===== src/rtl/multicycle_control_fsm.sv =====
// Multi-cycle RV32 control sequencer: FETCH/DECODE/EXEC/MEM/WB with ready-handshaked
// memories, handshake timeout, illegal-opcode trap and a retired-instruction counter.
module multicycle_control_fsm #(
    parameter int unsigned CNT_W   = 32,
    parameter int unsigned TIMEOUT = 255
) (
    input  logic             clk,
    input  logic             reset_n,
    input  logic [6:0]       opcode,
    input  logic             imem_ready,
    input  logic             dmem_ready,
    output logic             imem_req,
    output logic             ir_write,
    output logic             pc_write,
    output logic             dmem_req,
    output logic             ALUSrc,
    output logic             MemtoReg,
    output logic             RegWrite,
    output logic             MemRead,
    output logic             MemWrite,
    output logic [1:0]       ALUOp,
    output logic             illegal,
    output logic             timeout,
    output logic [2:0]       state,
    output logic [CNT_W-1:0] instret
);

    localparam int unsigned WAIT_W = $clog2(TIMEOUT + 1);

    localparam logic [6:0] OP_R  = 7'b0110011;
    localparam logic [6:0] OP_I  = 7'b0010011;
    localparam logic [6:0] OP_LW = 7'b0000011;
    localparam logic [6:0] OP_SW = 7'b0100011;

    typedef enum logic [2:0] {
        S_FETCH  = 3'd0,
        S_DECODE = 3'd1,
        S_EXEC   = 3'd2,
        S_MEM    = 3'd3,
        S_WB     = 3'd4,
        S_TRAP   = 3'd5
    } state_t;

    state_t             state_q;
    state_t             state_d;
    logic               run_q;
    logic [6:0]         op_q;
    logic [6:0]         op_d;
    logic [WAIT_W-1:0]  wait_q;
    logic [WAIT_W-1:0]  wait_d;
    logic [CNT_W-1:0]   instret_q;
    logic               illegal_q;
    logic               timeout_q;
    logic               retire;
    logic               illegal_set;
    logic               timeout_set;
    logic               op_lw;
    logic               op_sw;
    logic               op_i;
    logic               op_supported;
    logic               expire;

    assign op_lw        = (op_q == OP_LW);
    assign op_sw        = (op_q == OP_SW);
    assign op_i         = (op_q == OP_I);
    assign op_supported = (opcode == OP_R) || (opcode == OP_I) ||
                          (opcode == OP_LW) || (opcode == OP_SW);
    // This no-ready cycle is the TIMEOUT-th consecutive one; a ready here still wins.
    assign expire       = (wait_q == WAIT_W'(TIMEOUT - 1));

    // State register; run_q keeps every output low until the first edge after reset release.
    always_ff @(posedge clk or negedge reset_n) begin
        if (!reset_n) begin
            state_q <= S_FETCH;
            run_q   <= 1'b0;
        end else begin
            state_q <= state_d;
            run_q   <= 1'b1;
        end
    end

    always_ff @(posedge clk or negedge reset_n) begin
        if (!reset_n) begin
            op_q      <= '0;
            wait_q    <= '0;
            instret_q <= '0;
            illegal_q <= 1'b0;
            timeout_q <= 1'b0;
        end else begin
            op_q   <= op_d;
            wait_q <= wait_d;
            if (retire) begin
                instret_q <= instret_q + CNT_W'(1);
            end
            if (illegal_set) begin
                illegal_q <= 1'b1;
            end
            if (timeout_set) begin
                timeout_q <= 1'b1;
            end
        end
    end

    // Next-state, wait counter, opcode capture and retire decision.
    always_comb begin
        state_d     = state_q;
        op_d        = op_q;
        wait_d      = '0;
        retire      = 1'b0;
        illegal_set = 1'b0;
        timeout_set = 1'b0;
        if (run_q) begin
            case (state_q)
                S_FETCH: begin
                    if (imem_ready) begin
                        state_d = S_DECODE;
                    end else if (expire) begin
                        state_d     = S_TRAP;
                        timeout_set = 1'b1;
                    end else begin
                        wait_d = wait_q + WAIT_W'(1);
                    end
                end
                S_DECODE: begin
                    op_d = opcode;
                    if (op_supported) begin
                        state_d = S_EXEC;
                    end else begin
                        state_d     = S_TRAP;
                        illegal_set = 1'b1;
                    end
                end
                S_EXEC: begin
                    state_d = (op_lw || op_sw) ? S_MEM : S_WB;
                end
                S_MEM: begin
                    if (dmem_ready) begin
                        if (op_sw) begin
                            state_d = S_FETCH;
                            retire  = 1'b1;
                        end else begin
                            state_d = S_WB;
                        end
                    end else if (expire) begin
                        state_d     = S_TRAP;
                        timeout_set = 1'b1;
                    end else begin
                        wait_d = wait_q + WAIT_W'(1);
                    end
                end
                S_WB: begin
                    state_d = S_FETCH;
                    retire  = 1'b1;
                end
                S_TRAP: begin
                    state_d = S_TRAP;
                end
                default: begin
                    state_d = S_FETCH;
                end
            endcase
        end
    end

    // Datapath controls decoded from the current state and the captured opcode.
    always_comb begin
        imem_req = 1'b0;
        ir_write = 1'b0;
        pc_write = 1'b0;
        dmem_req = 1'b0;
        ALUSrc   = 1'b0;
        MemtoReg = 1'b0;
        RegWrite = 1'b0;
        MemRead  = 1'b0;
        MemWrite = 1'b0;
        ALUOp    = 2'b00;
        if (run_q) begin
            case (state_q)
                S_FETCH: begin
                    imem_req = 1'b1;
                    ir_write = imem_ready;
                end
                S_EXEC: begin
                    ALUSrc = op_lw || op_sw || op_i;
                    ALUOp  = {op_i, 1'b0};
                end
                S_MEM: begin
                    ALUSrc   = op_lw || op_sw || op_i;
                    ALUOp    = {op_i, 1'b0};
                    dmem_req = 1'b1;
                    MemRead  = op_lw;
                    MemWrite = op_sw;
                    pc_write = op_sw && dmem_ready;
                end
                S_WB: begin
                    ALUSrc   = op_lw || op_sw || op_i;
                    ALUOp    = {op_i, 1'b0};
                    RegWrite = 1'b1;
                    MemtoReg = op_lw;
                    pc_write = 1'b1;
                end
                default: begin
                    imem_req = 1'b0;
                end
            endcase
        end
    end

    assign state   = state_q;
    assign instret = instret_q;
    assign illegal = illegal_q;
    assign timeout = timeout_q;

endmodule


===== config.mk =====
export PLATFORM = sky130hd
export DESIGN_NAME = multicycle_control_fsm
export DESIGN_NICKNAME = d
export VERILOG_FILES = /design/src/rtl/multicycle_control_fsm.sv
export SDC_FILE = /design/constraint.sdc
export NUM_CORES = 1
export LEC_CHECK = 0
export CAP_MARGIN = 20
export CORE_ASPECT_RATIO = 0.8
export CORE_MARGIN = 2
export CORE_UTILIZATION = 45
export CTS_CLUSTER_SIZE = 14
export DETAILED_ROUTE_END_ITERATION = 10
export DONT_BUFFER_PORTS = 1
export MAX_ROUTING_LAYER = met4
export PLACE_DENSITY_LB_ADDON = 0.1
export SYNTH_ARGS = -nofsm -noshare
export SYNTH_HDL_FRONTEND = slang
export SYNTH_SLANG_ARGS = --single-unit

===== constraint.sdc =====
create_clock -name clk -period 3.1 [get_ports clk]
set_clock_uncertainty 0.15 [all_clocks]
set_input_delay 0.31 -clock clk [delete_from_list [all_inputs] [get_ports clk]]
set_output_delay 0.31 -clock clk [all_outputs]
set_load 0.02 [all_outputs]

==> metrics.md <==
| Metric | Value |
|---|---|
| Status | finished, final reports clean |
| CP Launch Type | register |
| R2r setup slk | 0.54 ns |
| Gate Count Post-Synth | 246 |
| Slew Limit Fails | 0 |
| Deepest clock path buffer count | 2 |
| Minimum clock period after layout | 2.858 ns |
| Root Buffer | clkbuf_8 |
| Mean Syn Cell Area | 10.56 um2 |
| Clock slew at reported path FFs | 0.09 ns |
| CTS buffer count | 5 |
| Setup TNS | 0 ns |
| Total die area | 6403 um2 |
| Router iterations before antenna repair | 4 |
| All-Layer GR Usage | 17.10% |
| Xor and xnor area share after synthesis | 12.47% |
| Largest family of logic cells by synthesized area | simple AND/OR/NAND/NOR gates |
| Syn Nets | 260 |
| Post-Synth Adder-Cell Area | 1.444% |
| P&R area growth vs syn | 9.918% |
| Post-synthesis cell type count | 47 |
| Initial DRC Count | 152 |
| Synthesized cell area | 2599 um2 |
| Fin. Hold Viols | 0 |
| Worst path required time | 2.64 ns |
| Leakage | 1.300 nW |
| Max_slew headroom | 54.27% |
| Nets | 273 |
| Global-route wire length before repair | 8252 um |
| Post-synthesis mux area share | 3.418% |
| Post-CTS setup buffers | 0 |
| Area fraction in compound gates after synthesis | 5.681% |
| Critical path class | register to output port |
| Yosys reg bits | 53 |
| Initial Util | 47.03% |
| Port Buffers | 0 |
| Vias in the first global route | 1625 |
| Initial antenna violation count | 0 |
| Final WL | 5144 um |
| Slew @ Worst Pin | 0.6797 ns |
| Max-Cap Viols | 0 |
| Top cell type's share of synthesized area | 51.04% |
| Post-route core utilization | 51.70% |
| Synth Area in Simple Gates | 23.21% |
| Post-CTS sizing | 0 |
| Insertion delay to the later sink of the worst-skew pair | 0.29 ns |
| Die H | 71.97 um |
| PD cells | 569.1 nW/um2 |
| GRT overflow | 0 |
| Row count | 24 |
| Class of the worst hold path | input port to register |
| CTS tree | yes |
| Synth top area cells | dfrtp_1 51%, xor2_1 7.1%, xnor2_1 5.4% |
| RePlAce Congestion | 0.8639 |
| Antenna diodes | 0 |
| Clock sink total | 53 |
| DR vias | 1774 |
| Setup Viol. Count Final | 0 |
| Fmax | 349.9 MHz |
| Crit-path max FO | 14 |
| DRC | 0 |
| DP HPWL | 3796 um |
| Crit. End Element | output port |
| Tcrit/Tclk final | 92.20% |
| Arrival @ worst endpoint | 2.40 ns |
| Die X | 88.97 um |
| RSZ-0062 raised after global routing | false |
| Synth area leader | dfrtp_1 |
| Antenna-violating nets left | 0 |
| Share of the yosys chip area belonging to registers | 51.04% |
| Vias per cell | 5.249 |
| CTS H-tree depth | 2 |
| Top Ports | 59 |
| CORE AREA | 5525 um2 |
| Largest net degree at the start of global routing | 54 |
| Routed len/inst | 15.22 um |
| Layout cells sized above 1 | 10.77% |
| Synth Warn # | 0 |
| Peak supply drop | 0.4782 mV |
==> cells by family after synthesis <==
kind of cell / after synthesis
XOR/XNOR: 37
adder cells (fa/ha/maj): 3
flip-flops: 53
multiplexers: 8
other: 2
AND/OR/NAND/NOR: 112
AO/OA/AOI/OAI: 19
buffers and inverters: 12
==> area by class of cell <==
| type | count | area [um2] |
|---|---|---|
| fillers | 525 | 2669 |
| well taps | 78 | 97.59 |
| clock inverters | 2 | 10.01 |
| multi-input cells | 181 | 1209 |
| clock buffers | 6 | 72.57 |
| inverters | 7 | 26.28 |
| repair buffers | 11 | 115.1 |
| flip-flops and latches | 53 | 1326 |
==> path summary, 6_finish.rpt <==
check,to,from,cells after the start
worst min-delay path,op_q[5],opcode[5],1
worst min register to register,op_q[3],op_q[3],1
worst max-delay path,pc_write,state[2],7
min in group asynchronous,state[1],reset_n,2
max in group asynchronous,instret[1],reset_n,2
worst max register to register,instret[11],state[2],9
==> synthesized netlist by cell type, drive strengths merged <==
library cell / n
o21a: 1
or2: 1
o2111ai: 1
clkbuf: 2
inv: 7
mux2i: 1
nor2: 24
nand2b: 1
and4b: 1
nand4: 6
and3: 7
o211ai: 1
o31ai: 1
mux2: 7
nor3: 10
a21oi: 4
a32oi: 1
and4bb: 1
buf: 3
or4: 2
or4b: 1
and2: 2
and4: 3
o221ai: 1
nor4: 5
xnor2: 16
dfrtp: 53
nand2: 19
o2111a: 1
a2111oi: 1
nor3b: 2
nor2b: 2
o21ai: 5
nand3: 22
a21o: 1
nor4bb: 1
a22oi: 1
ha: 3
or3: 2
conb: 2
xor2: 21
==> sequential cells by signal, summed over array words and instances (netlist names) <==
name / count
op_q: 7
wait_q: 8
instret: 32
illegal: 1
run_q: 1
timeout: 1
state: 3
==> critical path: stages (launching register included) <==
cell     delay (ns)
dfrtp_1        0.60
inv_1          0.16
nand4_2        0.16
inv_1          0.15
and4_4         0.24
nor2_2         0.43
inv_1          0.16
buf_4          0.21
==> power by group <==
part           internal, mW  leakage, nW  switching, mW
clock                 0.157       0.0450          0.209
sequential            0.778        0.700          0.146
combinational         0.144        0.555          0.191
total                  1.08         1.30          0.546
==> routing by layer <==
metal	up-vias	track usage (%)	part of all wire, %
li1	889	-	-
met1	836	25.48	51
met2	47	23.22	41
met3	2	5.233	7.3
met4	0	3.483	0.43
met5	-	-	0
==> through the flow <==
step                      hold slack [ns]  total power, mW  worst slack, ns  instance area [um2]  instances
after floorplan                   -0.1356            1.182           0.7959                 2599        246
after detailed placement          -0.1339            1.253           0.5540                 2696        324
final                             0.01259            1.626           0.2417                 2856        338
after global routing            0.0008061            1.736          0.06634                 2856        338
after global placement            -0.1344            1.249           0.5928                 2696        324
after CTS                       0.0001762            1.646           0.2059                 2826        335
==> cell usage in the layout, fill, tap and decap left out, types with 7 or more instances in the layout <==
cell	n
and3_1	7
dfrtp_1	53
inv_1	7
mux2_2	7
nand2_1	19
nand3_1	21
nor2_1	23
nor3_1	10
xnor2_1	16
xor2_1	21
==> what timing repair did <==
item | 4_1_cts | 5_1_grt
setup endpoints to repair | 0 | 0
hold buffers | 3 | 3
hold endpoints to repair | 54 | 3
Note: power is estimated with default switching activity, not from simulation.
